File: config.mk
export PLATFORM = sky130hd
export DESIGN_NAME = lru_way_allocator
export DESIGN_NICKNAME = d
export VERILOG_FILES = /design/src/rtl/lru_way_allocator.sv
export SDC_FILE = /design/constraint.sdc
export NUM_CORES = 1
export LEC_CHECK = 0
export ABC_AREA = 1
export CELL_PAD_IN_SITES_DETAIL_PLACEMENT = 0
export CELL_PAD_IN_SITES_GLOBAL_PLACEMENT = 2
export CORE_UTILIZATION = 30
export DETAILED_ROUTE_END_ITERATION = 8
export GPL_ROUTABILITY_DRIVEN = 0
export GPL_TIMING_DRIVEN = 0
export PLACE_DENSITY = 0.72
export SYNTH_ARGS = -nofsm -noshare
export SYNTH_HDL_FRONTEND = slang
export SYNTH_SLANG_ARGS = --single-unit
File: constraint.sdc
create_clock -name clk -period 2.1 [get_ports clk]
set_clock_uncertainty 0.05 [all_clocks]
set_input_delay 0.21 -clock clk [delete_from_list [all_inputs] [get_ports clk]]
set_output_delay 0.21 -clock clk [all_outputs]
set_load 0.005 [all_outputs]
File: src/rtl/lru_way_allocator.sv
// Set-associative way allocator: looks up a tag across NUM_WAYS ways, reports
// a hit, or allocates a way (lowest invalid first, otherwise the tracker's
// LRU way with eviction). It emits one touch strobe per response so that an
// external LRU tracker can update its recency order.
module lru_way_allocator #(
  parameter  int NUM_WAYS  = 4,
  parameter  int TAG_WIDTH = 8,
  localparam int PTR_WIDTH = $clog2(NUM_WAYS)
) (
  input  logic                 clk,
  input  logic                 reset_n,
  input  logic                 req_valid,
  output logic                 req_ready,
  input  logic [TAG_WIDTH-1:0] req_tag,
  input  logic                 flush,
  output logic                 resp_valid,
  input  logic                 resp_ready,
  output logic                 resp_hit,
  output logic [PTR_WIDTH-1:0] resp_way,
  output logic                 resp_evict,
  output logic [TAG_WIDTH-1:0] resp_evict_tag,
  output logic [PTR_WIDTH-1:0] access_way,
  output logic                 access_valid,
  input  logic [PTR_WIDTH-1:0] lru_way
);

  typedef enum logic [1:0] {
    S_IDLE,
    S_LOOKUP,
    S_RESP
  } state_e;

  state_e                               state_q, state_d;
  logic                                 ready_en_q;
  logic [TAG_WIDTH-1:0]                 lookup_tag_q, lookup_tag_d;
  logic [NUM_WAYS-1:0]                  valid_q, valid_d;
  logic [NUM_WAYS-1:0][TAG_WIDTH-1:0]   tag_q, tag_d;
  logic                                 resp_hit_q, resp_hit_d;
  logic [PTR_WIDTH-1:0]                 resp_way_q, resp_way_d;
  logic                                 resp_evict_q, resp_evict_d;
  logic [TAG_WIDTH-1:0]                 resp_evict_tag_q, resp_evict_tag_d;
  logic [PTR_WIDTH-1:0]                 access_way_q, access_way_d;
  logic                                 access_valid_q, access_valid_d;

  logic                                 hit_found;
  logic [PTR_WIDTH-1:0]                 hit_idx;
  logic                                 free_found;
  logic [PTR_WIDTH-1:0]                 free_idx;
  logic [PTR_WIDTH-1:0]                 sel_way;
  logic                                 sel_evict;

  // Priority search: scanning downwards leaves the lowest matching index.
  always_comb begin
    // NOTE: every always_comb output gets a default first so no path leaves it unassigned (no latch).
    hit_found  = 1'b0;
    hit_idx    = '0;
    free_found = 1'b0;
    free_idx   = '0;
    for (int i = NUM_WAYS - 1; i >= 0; i--) begin
      if (valid_q[i] && (tag_q[i] == lookup_tag_q)) begin
        hit_found = 1'b1;
        hit_idx   = PTR_WIDTH'(i);
      end
      if (!valid_q[i]) begin
        free_found = 1'b1;
        free_idx   = PTR_WIDTH'(i);
      end
    end
  end

  // Way choice: hit way, else lowest free way, else the tracker's LRU way.
  always_comb begin
    sel_evict = 1'b0;
    if (hit_found) begin
      sel_way = hit_idx;
    end else if (free_found) begin
      sel_way = free_idx;
    end else begin
      sel_way   = lru_way;
      sel_evict = 1'b1;
    end
  end

  // Next-state logic for the FSM, the way storage and the response registers.
  always_comb begin
    state_d          = state_q;
    lookup_tag_d     = lookup_tag_q;
    valid_d          = valid_q;
    tag_d            = tag_q;
    resp_hit_d       = resp_hit_q;
    resp_way_d       = resp_way_q;
    resp_evict_d     = resp_evict_q;
    resp_evict_tag_d = resp_evict_tag_q;
    access_way_d     = access_way_q;
    access_valid_d   = 1'b0;
    unique case (state_q)
      S_IDLE: begin
        if (flush) begin
          valid_d = '0;
        end else if (req_valid && ready_en_q) begin
          lookup_tag_d = req_tag;
          state_d      = S_LOOKUP;
        end
      end
      S_LOOKUP: begin
        state_d          = S_RESP;
        resp_hit_d       = hit_found;
        resp_way_d       = sel_way;
        resp_evict_d     = sel_evict;
        resp_evict_tag_d = sel_evict ? tag_q[sel_way] : '0;
        access_way_d     = sel_way;
        access_valid_d   = 1'b1;
        if (!hit_found) begin
          tag_d[sel_way]   = lookup_tag_q;
          valid_d[sel_way] = 1'b1;
        end
      end
      S_RESP: begin
        if (resp_ready) state_d = S_IDLE;
      end
      default: state_d = S_IDLE;
    endcase
  end

  // State registers; reset aborts any transaction in flight.
  always_ff @(posedge clk or negedge reset_n) begin
    if (!reset_n) begin
      state_q          <= S_IDLE;
      ready_en_q       <= 1'b0;
      lookup_tag_q     <= '0;
      valid_q          <= '0;
      // NOTE: the tag array is reset on purpose: zeroed tags are part of the visible reset state.
      tag_q            <= '0;
      resp_hit_q       <= 1'b0;
      resp_way_q       <= '0;
      resp_evict_q     <= 1'b0;
      resp_evict_tag_q <= '0;
      access_way_q     <= '0;
      access_valid_q   <= 1'b0;
    end else begin
      // NOTE: sequential state uses non-blocking assignments so all flops update together.
      state_q          <= state_d;
      ready_en_q       <= 1'b1;
      lookup_tag_q     <= lookup_tag_d;
      valid_q          <= valid_d;
      tag_q            <= tag_d;
      resp_hit_q       <= resp_hit_d;
      resp_way_q       <= resp_way_d;
      resp_evict_q     <= resp_evict_d;
      resp_evict_tag_q <= resp_evict_tag_d;
      access_way_q     <= access_way_d;
      access_valid_q   <= access_valid_d;
    end
  end

  assign req_ready      = ready_en_q && (state_q == S_IDLE) && !flush;
  assign resp_valid     = (state_q == S_RESP);
  assign resp_hit       = resp_hit_q;
  assign resp_way       = resp_way_q;
  assign resp_evict     = resp_evict_q;
  assign resp_evict_tag = resp_evict_tag_q;
  assign access_way     = access_way_q;
  assign access_valid   = access_valid_q;

endmodule

==> flow_metrics.tcl, run 1 <==
set metrics [dict create \
    status "finished, violations left" \
    violations "negative setup slack" \
    setup_tns_ns -3.01 \
    peakVddDrop_v 0.000376 \
    grt_antenna_before_repair 0 \
    synth-xor-area-share_pct 1.81 \
    worstPathRequired_ns 2.30 \
    path_cells "inv_2 > buf_8 > nand2_1 > nand2_1 > nor2_1 > nand3_2 > nor2_4 > nor2_8 > nand2_4 > o21ai_4 > buf_6 > nand2_8 > nor2_4 > buf_6 > nand2_1 > o21ai_1" \
    ys_seq_area_share_pct 44.3 \
    leakagePower_nw 2.29 \
    path_class "flip-flop to flip-flop" \
    clock.fmax_mhz 450 \
    antenna_left 0 \
    rsz0062_at_grt "yes" \
    clk_path_buf_depth 2 \
    num_rows 38 \
    post-route-period-util_pct 106 \
    worst_slew_margin_rel_pct 47.0 \
    fill_cells 1173 \
    hold_path_class "input port to flip-flop" \
    initial_core_util_pct 31.0 \
    drv_slew 0 \
    dp_hpwl_um 7640 \
    drt_iter0_drc 158 \
    core_um2 10900 \
    syn_to_final_growth_pct 42.7 \
    avgRoutedWirePerCell_um 15.6 \
    grt_pass1_wl_um 17600 \
    worstMarginPinSlew_ns 0.795 \
    hold_viol 0 \
    clk_pin_slew_worst_paths_ns 0.06 \
    ys_seq_elements 60 \
    port-buffer-count 31 \
    wl_um 10900 \
    synthAdderAreaFrac_pct 0 \
    synth_top_family_by_area "simple AND/OR/NAND/NOR gates" \
    synth_mux_area_share_pct 0 \
    avgSynthCellArea_um2 7.30 \
    cp_top_family "simple AND/OR/NAND/NOR gates" \
    syn_area_um2 3390 \
    cts_tree "built" \
    drv_cap 0 \
    yosysWarnings 0 \
    finalCriticalPeriod_ns 2.22 \
    vias 3251 \
    grt-ovfl-total 0 \
    p_per_area_nw_per_um2 859 \
    h-tree-depth 3 \
    cts_root_buf "clkbuf_16" \
    syn_inst 464 \
    setup_slack_ns -0.124 \
    slowest_stage "dfrtp_1" \
    synth-compound-area-share_pct 9.52 \
    drive_above_1_share_pct 26.5 \
    cp_num_buf_inv 4 \
    dieArea_um2 11700 \
    max_stage_delay_ns 0.38 \
    synth_nets 479 \
    end_kind "flip-flop" \
    finalSetupViolCount 44 \
    synth.distinct_cells 32 \
    power_mw 4.15 \
    seq_area_um2 1510 \
    clkLatencyLatePin_ns 0.33 \
    diodes 0 \
    track_usage_pct 20.5 \
    use_met1_pct 28.6 \
    busiest_layer "met2" \
    cp_max_fo 8 \
    io_pins 32 \
    gr-usage-met3_pct 2.53 \
    multi_input_area_um2 1790 \
    chipWidth_um 108 \
    drt-vias-per-instance 4.62 \
    start_kind "flip-flop" \
    die_y_um 108 \
    dr.pass1.iters 5 \
    nNetsFinal 574 \
    numCtsBuffers 9 \
    grt_max_degree 61 \
    crit_arrival_ns 2.42 \
    use_met2_pct 33.0 \
    drc 0 \
    cts.sinks 60 \
    grt_pass1_vias 3152 \
    synthSimpleGateAreaFrac_pct 36.4 \
    whs_ns 0.389 \
    cpMostUsedCell "nand2_1" \
]
==> state kept, by name, indices dropped and copies added (netlist names) <==
| register | count |
|---|---|
| resp_evict | 1 |
| resp_evict_tag | 8 |
| access_way | 2 |
| state_q | 2 |
| lookup_tag_q | 8 |
| resp_hit | 1 |
| access_valid | 1 |
| valid_q | 4 |
| ready_en_q | 1 |
| tag_q | 32 |
==> report_power, final <==
| group | internal [mW] | leakage (nW) | switching (mW) |
|---|---|---|---|
| logic | 0.573 | 1.37 | 0.689 |
| clock network | 0.785 | 0.124 | 0.543 |
| registers | 1.33 | 0.796 | 0.230 |
| total | 2.69 | 2.29 | 1.46 |
==> cell type report <==
| class | count | share of cell area, % |
|---|---|---|
| buffer | 16 | 3.10 |
| timing repair buffer | 84 | 15.7 |
| inverter | 44 | 4.04 |
| sequential | 60 | 31.2 |
| multi-input combinational | 344 | 37.0 |
| clock inverter | 5 | 0.621 |
| tap | 140 | 3.62 |
| clock buffer | 10 | 4.73 |
==> kinds of logic (layout without fill, tap and decap cells) <==
| kind of cell | Yosys count | in the layout |
|---|---|---|
| other | 1 | 1 |
| DFF | 60 | 60 |
| buffers and inverters | 60 | 159 |
| AOI/OAI and AO/OA | 59 | 59 |
| and+or+nand+nor | 277 | 277 |
| xor gates and xnor gates | 7 | 7 |
==> routing by layer <==
metal | wire (um) | vias up
met3 | 369 | 12
met4 | 199 | 0
met1 | 5220 | 1518
li1 | - | 1668
met2 | 5150 | 53
met5 | 0 | -
==> repair_timing <==
item	CTS	global route
hold buffers	1	0
endpoints found under the hold margin	60	0
pin swaps	14	20
buffers inserted	35	13
gates cloned	3	1
endpoints found under the setup margin	47	46
gates resized for setup	59	47
==> layout by cell type, fill, tap and decap left out, drive strengths merged, types with 2 or more instances in the layout <==
cell type	Yosys	routed
nand2	179	179
buf	13	66
dfrtp	60	60
o21ai	49	49
nand3	48	48
inv	43	42
nor2	42	42
clkdlybuf4s50	0	30
clkbuf	3	13
a21oi	8	8
xnor2	5	5
clkinv	1	5
nand4	3	3
nor3	3	3
xor2	2	2
clkinvlp	0	2
==> cell usage after synthesis (all sizes together) <==
master / count / area [um2]
a21oi: 8 / 51.3
buf: 13 / 87.6
clkbuf: 3 / 11.3
clkinv: 1 / 3.75
conb: 1 / 3.75
dfrtp: 60 / 1500
inv: 43 / 164
nand2: 179 / 694
nand3: 48 / 283
nand3b: 1 / 7.51
nand4: 3 / 18.8
nor2: 42 / 209
nor3: 3 / 15.0
o21ai: 49 / 257
o221ai: 1 / 8.76
o22ai: 1 / 6.26
or2: 1 / 6.26
xnor2: 5 / 43.8
xor2: 2 / 17.5
==> tightest hold or removal path, delay by kind of cell <==
family	cells	cell delay [ns]
compound gates	1	0.07
buf+inv	1	0.39
simple gates	1	0.06
==> through the flow <==
stage | worst slack [ns] | cells | utilization, % | area, um2
after global placement | -1.30 | 635 | 35.4 | 3870
after floorplan | 0.114 | 464 | - | 3390
after detailed placement | -0.535 | 635 | 35.4 | 3870
final | -0.124 | 703 | 44.2 | 4840
after CTS | -0.147 | 689 | 41.9 | 4590
after global routing | -0.249 | 703 | 44.2 | 4840
==> path summary, 6_finish.rpt <==
check | from | end | slack (ns) | depth (start not counted)
min in group asynchronous | reset_n | access_way[0] | 0.46 | 2
worst max-delay path | lookup_tag_q[5] | tag_q[4] | -0.12 | 16
worst max register to register | lookup_tag_q[5] | tag_q[4] | -0.12 | 16
worst min register to register | resp_evict_tag[2] | resp_evict_tag[2] | 0.42 | 2
worst min-delay path | req_tag[1] | lookup_tag_q[1] | 0.39 | 3
max in group asynchronous | reset_n | lookup_tag_q[4] | 0.96 | 2
(Power assumes the default switching activity.)
==> run 2, diff against run 1 <==
--- a/config.mk
+++ b/config.mk
@@ -9,4 +9,5 @@
 export CELL_PAD_IN_SITES_DETAIL_PLACEMENT = 0
 export CELL_PAD_IN_SITES_GLOBAL_PLACEMENT = 2
+export CORE_MARGIN = 2
 export CORE_UTILIZATION = 30
 export DETAILED_ROUTE_END_ITERATION = 8
==> constraint.sdc (replaced) <==
create_clock -name clk -period 2.1 [get_ports clk]
set_clock_uncertainty 0.05 [all_clocks]
set_input_delay 0.63 -clock clk [delete_from_list [all_inputs] [get_ports clk]]
set_output_delay 0.63 -clock clk [all_outputs]
set_load 0.005 [all_outputs]
==> flow_metrics.tcl, run 2 (same netlist as run 1, synthesis figures left out) <==
set metrics [dict create \
    status "finished, violations left" \
    violations "negative setup slack" \
    drt-vias-per-instance 4.65 \
    clkLatencyLatePin_ns 0.33 \
    drv_slew 0 \
    worstMarginPinSlew_ns 0.798 \
    largest_register_ffs 32 \
    avgRoutedWirePerCell_um 16.1 \
    cpMostUsedCell "nand2_1" \
    max_stage_delay_ns 0.49 \
    cp_top_family "simple AND/OR/NAND/NOR gates" \
    grt_pass1_wl_um 18400 \
    worst_slew_margin_rel_pct 46.8 \
    end_kind "flip-flop" \
    place_inst 635 \
    diodes 0 \
    slowest_stage "dfrtp_2" \
    drv_cap 0 \
    holdBufCountCts 0 \
    drc 0 \
    peakVddDrop_v 0.000413 \
    syn_to_final_growth_pct 53.3 \
    final_cell_mix "nand2_1 (148), dfrtp_1 (55), buf_4 (44), inv_1 (32), nand3_1 (30)" \
    drt_iter0_drc 157 \
    start_kind "flip-flop" \
    cp_num_buf_inv 3 \
    busiest_layer "met2" \
    cts_tree "built" \
    seq_area_um2 1510 \
    use_met2_pct 33.4 \
    cts_root_buf "clkbuf_16" \
    numCtsBuffers 9 \
    dr.pass1.iters 5 \
    grt-ovfl-total 0 \
    rsz0062_at_grt "yes" \
    clock.fmax_mhz 456 \
    cts.sinks 60 \
    final_common_cell "nand2_1" \
    clk_path_buf_depth 2 \
    chipWidth_um 110 \
    grt_antenna_before_repair 0 \
    dp_hpwl_um 7610 \
    reg2regPathDepth 17 \
    path_cells "buf_6 > nand2_1 > nand2_1 > nor2_2 > nand3_2 > nor2_4 > buf_6 > nand2_4 > nand2_2 > nand2_4 > buf_4 > nand3_1 > nand2_2 > nand2_4 > nand2_2 > nand2_1 > nand2_1" \
    p_per_area_nw_per_um2 910 \
    finalCriticalPeriod_ns 2.19 \
    worstPathRequired_ns 2.27 \
    dieArea_um2 12200 \
    io_pins 32 \
    finalInstanceArea_um2 5200 \
    wl_um 11500 \
    setup_slack_ns -0.0922 \
    cp-endpoint "resp_evict_tag[4]" \
    multi_input_area_um2 1890 \
    reg2reg_from "lookup_tag_q[2]" \
    fill_cells 1099 \
    port-buffer-count 31 \
    crit_arrival_ns 2.36 \
    track_usage_pct 20.8 \
    num_rows 38 \
    r2r_slack_ns -0.09 \
    post_dp_cell_area_um2 3870 \
    drive_above_1_share_pct 32.5 \
    antenna_left 0 \
    setup_tns_ns -1.11 \
    hold_path_class "input port to async pin" \
    cp_max_fo 8 \
    core_um2 10900 \
    die_y_um 110 \
    worst_r2r_endpoint "resp_evict_tag[4]" \
    grt_pass1_vias 3316 \
    nNetsFinal 585 \
    vias 3327 \
    hold_viol 0 \
    grt_max_degree 61 \
    final_cells 715 \
    h-tree-depth 3 \
    startpoint "lookup_tag_q[2]" \
    initial_core_util_pct 31.0 \
    post-route-period-util_pct 104 \
    use_met1_pct 27.8 \
    regMostFlops "tag_q" \
    path_class "flip-flop to flip-flop" \
    leakagePower_nw 2.45 \
    gr-usage-met3_pct 3.59 \
    clk_pin_slew_worst_paths_ns 0.06 \
    crit_cells 17 \
    finalSetupViolCount 33 \
]
## run 2: changes by cell type in the layout (fill, tap and decap cells not counted), sizes merged, moves of 2 or more
cell           delta
clkdlybuf4s50     -3
clkinv            -3
clkinvlp          +2
buf              +14
bufinv            +3
dlymetal6s2s      +2
## run 2: area by class of cell
cell class | count | area share, %
multi-input cells | 344 | 36.4
flip-flops and latches | 60 | 29.0
well taps | 140 | 3.37
clock buffers | 10 | 4.41
clock inverters | 6 | 2.17
plain buffers | 16 | 3.08
repair buffers | 95 | 17.4
inverters | 44 | 4.12
## run 2: power by group
group / switching, mW / internal, mW / total (mW)
Clock: 0.552 / 1.16 / 1.71
Sequential: 0.232 / 1.33 / 1.56
Combinational: 0.785 / 0.667 / 1.45
## run 2: per-layer routing
| metal | share of wire [%] | up-vias |
|---|---|---|
| met5 | 0 | - |
| met4 | 2.0 | 0 |
| met3 | 3.9 | 14 |
| met2 | 48 | 80 |
| met1 | 46 | 1548 |
| li1 | - | 1685 |
## run 2: timing repair
| item | CTS | global route |
|---|---|---|
| cloned | 6 | 1 |
| buffers inserted | 45 | 12 |
| setup endpoints to repair | 47 | 55 |
| pin swaps | 31 | 30 |
| hold endpoints to repair | 0 | 0 |
| gates resized for setup | 107 | 50 |
## run 2: worst min-delay path by stage
stage,startpoint,end,slack [ns],depth (start not counted)
floorplan,reset_n,access_valid,0.28,0
global placement,resp_evict_tag[5],resp_evict_tag[5],0.41,2
detailed placement,resp_evict_tag[7],resp_evict_tag[7],0.42,2
CTS,reset_n,state_q[1],0.38,1
global route,reset_n,resp_hit,0.39,1
finish,reset_n,state_q[1],0.34,1
## run 2: stage by stage
| step | setup WS (ns) | util [%] | total power, mW | hold slack [ns] |
|---|---|---|---|---|
| CTS | -0.0976 | 45.1 | 4.63 | 0.377 |
| finish | -0.0922 | 47.5 | 4.73 | 0.336 |
| global placement | -1.77 | 35.4 | 2.57 | 0.414 |
| floorplan | 0.114 | - | 2.16 | 0.284 |
| global route | -0.206 | 47.5 | 5.00 | 0.395 |
| detailed placement | -0.451 | 35.4 | 2.57 | 0.420 |
==> RTL edit 1 (flow settings as in run 1) <==
The 3 states of `state_e` get a one-hot encoding in 3 bits.
--- a/src/rtl/lru_way_allocator.sv
+++ b/src/rtl/lru_way_allocator.sv
@@ -24,10 +24,10 @@
   input  logic [PTR_WIDTH-1:0] lru_way
 );
 
-  typedef enum logic [1:0] {
-    S_IDLE,
-    S_LOOKUP,
-    S_RESP
+  typedef enum logic [2:0] {
+    S_IDLE   = 3'b001,
+    S_LOOKUP = 3'b010,
+    S_RESP   = 3'b100
   } state_e;
 
   state_e                               state_q, state_d;
Formal check against the unedited RTL: no difference found for any inputs over 10 cycles, from zero or initial values and one cycle with reset_n low; not proved beyond that.
==> RTL edit 1 against run 1 <==
  * Routed wire length decreased by 10%
  * Setup slack better by 0.059 ns
  * Power down 12%
  * Global-route usage is 2.4 points lower
  * Synthesized area shrank 1.3%
  * Sequential power down 9%
  * Sequential share of layout area increased by 1.8 points
  * Sequential cell count grew 1
  * Critical path depth fell by 1
  * Design area decreased by 4.0%
  * Largest cell class unchanged
  * The run still ends with setup timing left
==> RTL edit 1: results (changes against run 1) <==
Route
  – Vias per cell: 4.52 (-2.3%)
  – DR pass1 iterations: 4 (-1)
  – 1st-iter DRT viols: 140 (-11%)
  – Detailed Route WL: 9.81 mm (-10%)

Clocking
  – Clk_lat worst skew: 0.36 ns (+0.03 ns)
  – CTS Root Cell: clkbuf_8
  – Worst-path clk slew: 0.07 ns

Synth
  – Synth Area in XOR/XNOR: 1.57% (-0.24 points)
  – Syn nets: 462 (-3.5%)
  – Main area contributors after synthesis: dfrtp_1 45%, nand2_1 21%, o21ai_1 5.4%, inv_1 3.6%, nor2_1 3.5%
  – Sequential share of the synthesized area: 45.6% (+1.3 points)
  – Compound-Gate Fraction of Synth Area: 8.41% (-1.1 points)
  – Mux contribution to synthesized area: 0% (unchanged)
  – Post-synth cell types: 33 (+3.1%)
  – Avg Cell Area, Syn: 7.49 um^2 (+2.5%)
  – Post-synth top cells: 185 x nand2_1, 60 x dfrtp_1, 36 x o21ai_1

STA
  – Final setup viols: 16 (-64%)
  – Worst setup margin: -0.0642 ns (+0.0594 ns)
  – Final setup TNS: -0.504 ns (+2.50 ns)
  – Relative slew slack: 45.2% (-1.7 points)

Outcome
  – Failing checks: setup timing
  – Status: complete, but fails checks

Layout
  – Final net count: 537 (-6.4%)
  – Fraction of layout instances using a drive strength above 1: 26.4% (-0.090 points)
  – # diodes: 0 (unchanged)
  – Layout Cells excl Fill: 667 (-5.1%)

Power and ir drop
  – Leakage: 2.14 nW (-6.9%)
  – Max IR drop VDD: 0.000356 V (-5.3%)

GRT
  – First-pass GRT wire length: 15.5 mm (-12%)
  – Overall Global Routing Usage: 18.1% (-2.4 points)
  – Pin count of the biggest net entering global routing: 62 (+1.6%)
  – Vias in the first global route: 2,906 (-7.8%)

Setup path
  – R2r endpoint: tag_q[24]
  – Nature of the critical path startpoint: flop
  – Worst Reg-to-Reg Cells: 15 (-1)
  – Slowest stage delay, CP: 0.45 ns (+0.07 ns)
  – Arrival @ worst endpoint: 2.35 ns (-0.07 ns)
  – Worst r2r src: lookup_tag_q[3]
  – CP max FO: 6 (-2)

Placement
  – Post-DP HPWL: 6.80 mm (-11%)
[RTL edit 1: changes by cell type after synthesis, sizes merged, moves of 2 or more]
cell and change:
nand2 +11, a21oi -2, nor2 -4, nand3 -20, inv -3
[RTL edit 1: kinds of logic (layout without fill, tap and decap cells)]
group                     count (synthesis)  after routing
buffers and inverters                    58            138
DFF                                      61             61
other                                     1              1
AOI/OAI and AO/OA                        55             55
xor gates and xnor gates                  6              6
and+or+nand+nor                         266            266
[RTL edit 1: how the worst min path moves through the flow]
stage	cells after the start	from	end
2_1_floorplan	0	reset_n	access_valid
5_1_grt	3	req_tag[1]	lookup_tag_q[1]
3_5_place_dp	1	reset_n	access_way[0]
6_report	3	req_tag[4]	lookup_tag_q[4]
4_1_cts	3	req_tag[4]	lookup_tag_q[4]
3_3_place_gp	2	resp_evict_tag[0]	resp_evict_tag[0]
[RTL edit 1: repair_timing]
item	CTS	global route
hold buffers	1	0
hold endpoints to repair	60	0
buffers inserted	19	11
setup endpoints to repair	45	47
pin swaps	13	14
cloned	0	3
gates resized for setup	35	41
[RTL edit 1: metrics by stage]
stage	power, W	setup WS, ns	hold slack [ns]	util, %	area, um^2
after CTS	0.00359	-0.0281	0.366	40.2	4360
after global placement	0.00222	-1.42	0.411	35.4	3830
after floorplan	0.00188	0.260	-0.136	-	3350
after detailed placement	0.00222	-0.319	0.314	35.3	3830
after global routing	0.00386	-0.169	0.385	42.8	4640
final	0.00366	-0.0642	0.364	42.8	4640
[RTL edit 1: cell type report]
class,count,area [um^2]
buffer,15,159
clock buffer,13,169
clock inverter,3,67.6
fill,1121,6200
inverter,42,188
multi-input combinational,328,1680
sequential,61,1530
tap,140,175
timing repair buffer,65,676
[RTL edit 1: worst reg2reg max path: stages, from the launching register on]
cell	delay, ns
dfrtp_2	0.45
buf_12	0.15
nand2_2	0.06
nand2_2	0.04
nor2_2	0.11
nand3_2	0.11
nor2_4	0.17
nand2_2	0.09
nand2_2	0.08
nand2_4	0.08
nand2_8	0.12
buf_12	0.11
nand3_4	0.13
buf_12	0.18
nand2_2	0.05
o21ai_1	0.06
[RTL edit 1: report_power, final]
part	total [W]	switching [W]	leakage (nW)	internal (W)
Combinational	0.000953	0.000465	1.23	0.000488
Sequential	0.00142	0.000114	0.794	0.00131
Clock	0.00128	0.000512	0.116	0.000767
[RTL edit 1: per-layer routing]
layer  GRT usage (%)  routed length, um
met1            24.8               4730
met2            28.8               4690
met5               0                  0
met3            3.09                248
met4            5.77                144
==> RTL edit 2 (config.mk and constraints of run 1) <==
Without the edit above. Set the parameter `TAG_WIDTH` to 12 (it was 8).
--- a/src/rtl/lru_way_allocator.sv
+++ b/src/rtl/lru_way_allocator.sv
@@ -4,7 +4,7 @@
 // external LRU tracker can update its recency order.
 module lru_way_allocator #(
   parameter  int NUM_WAYS  = 4,
-  parameter  int TAG_WIDTH = 8,
+  parameter  int TAG_WIDTH = 12,
   localparam int PTR_WIDTH = $clog2(NUM_WAYS)
 ) (
   input  logic                 clk,
Ports: changed (resized req_tag and resp_evict_tag); port bits go from 32 to 40. No check against the original RTL was run, so the function may have changed too.
==> RTL edit 2 against run 1 <==
  * The run still ends with setup timing left
  * Clock power increased by 22%
  * Largest cell class unchanged
  * Routed wire length increased by 72%
  * Sequential cell count increased by 24
  * Power increased by 43%
  * Design area increased by 43%
  * Synthesized cell count increased by 61%
  * Synthesized area increased by 52%
  * Critical path type unchanged
  * Setup slack got worse by 0.052 ns
==> RTL edit 2: results (changes against run 1) <==
Outcome
  – Status: complete, but fails checks
  – Failing checks: setup timing

Layout
  – Multi-input logic area: 2720 um^2 (+52%)
  – Max reg flops: 48 (+50%)
  – Clock buf count: 13 (+3)
  – Clock network area share: 4.12% (-1.2 points)
  – FILL cells: 1,807 (+54%)
  – NonClk Buf Share: 17.6% (-1.3 points)
  – Fraction of layout instances using a drive strength above 1: 25.0% (-1.4 points)
  – Non-clk bufs: 113 (+13%)
  – Final net count: 866 (+51%)
  – Non-clk invs: 74 (+68%)
  – Multi-input comb cells: 565 (+64%)

Power and ir drop
  – Max IR drop VDD: 0.000406 V (+7.9%)
  – Leakage: 3.40 nW (+48%)

Synth
  – Main area contributors after synthesis: dfrtp_1 41%, nand2_1 27%, o21ai_2 4.9%, inv_1 4.1%, nor2_1 3.5%
  – Sequential share of the synthesized area: 40.7% (-3.6 points)
  – Post-synth top cells: 366 x nand2_1, 84 x dfrtp_1, 57 x inv_1
  – Flops & latches, synth: 84 (+40%)
  – Post-synth cell types: 31 (-3.1%)
  – Syn nets: 768 (+60%)
  – Compound-Gate Fraction of Synth Area: 9.82% (+0.29 points)
  – Synth Area in XOR/XNOR: 0.170% (-1.6 points)

Setup path
  – R2R Setup Slk: -0.18 ns (-0.05 ns)
  – Crit-path slowest cell: dfrtp_2
  – Worst Reg-to-Reg Cells: 15 (-1)
  – CP max FO: 7 (-1)
  – R2r endpoint: tag_q[44]
  – Arrival @ worst endpoint: 2.46 ns (+0.04 ns)
  – Slowest stage delay, CP: 0.50 ns (+0.12 ns)

Placement
  – DP Worst Slack: -0.522 ns (+0.0132 ns)
  – I/O Buffers: 39 (+26%)

Route
  – Detailed Route WL: 18.8 mm (+72%)
  – Vias per cell: 4.66 (+0.79%)
  – 1st-iter DRT viols: 370 (+130%)

GRT
  – GRT met1 Usage: 30.9% (+2.3 points)
  – Pin count of the biggest net entering global routing: 49 (-20%)
  – Overall Global Routing Usage: 22.0% (+1.5 points)
  – Met2 Track Usage GR: 35.7% (+2.7 points)
  – Vias in the first global route: 4,742 (+50%)

STA
  – Worst setup margin: -0.175 ns (-0.0518 ns)
  – Final setup viols: 64 (+45%)
  – Worst Tran Pin Value: 0.564 ns (-0.231 ns)

Clocking
  – CTS max path bufs: 2 (unchanged)
RTL edit 2: changes by cell type in the layout (fill, tap and decap cells not counted), moves of 5 or more:
cell,before,now
nand2_1,159,330
nand2_2,16,42
inv_1,32,57
o21ai_2,7,29
dfrtp_1,55,72
buf_6,22,9
buf_12,0,10
nor2_1,31,41
clkdlybuf4s50_1,30,38
nand3_1,37,29
dfrtp_2,5,12
nor2_2,2,9
nor2_4,8,2
nand4_1,3,8
RTL edit 2: power by group:
part           switching (W)  internal (W)
clock               0.000672      0.000949
sequential          0.000336       0.00187
combinational        0.00121      0.000896
RTL edit 2: per-stage QoR:
step	instance area (um^2)	hold slack (ns)	cells	setup TNS (ns)	util [%]
final	6930	0.342	1071	-7.61	41.5
after floorplan	5160	-0.136	749	0	-
after global placement	5830	0.411	1008	-246.14	34.9
after CTS	6680	0.359	1055	-6.26	40.0
after global routing	6930	0.377	1071	-15.73	41.5
after detailed placement	5850	0.187	1009	-28.17	35.0
RTL edit 2: timing repair:
action | in CTS | in global routing
buffers inserted | 29 | 13
hold buffers | 1 | 0
gates cloned | 1 | 3
endpoints found under the hold margin | 36 | 0
resized for setup | 93 | 25
pin swaps | 18 | 19
endpoints found under the setup margin | 70 | 76
RTL edit 2: per-layer routing:
metal / up-vias / wire length [um]
met2: 96 / 8790
met3: 18 / 637
li1: 2532 / -
met1: 2346 / 9060
met5: - / 0
met4: 0 / 312
RTL edit 2: cells by family (layout without fill, tap and decap cells):
logic type      after synthesis  after routing
compound gates               78             78
xor+xnor                      1              1
buf+inv                     100            202
flops                        84             84
other cells                   1              1
simple gates                485            485
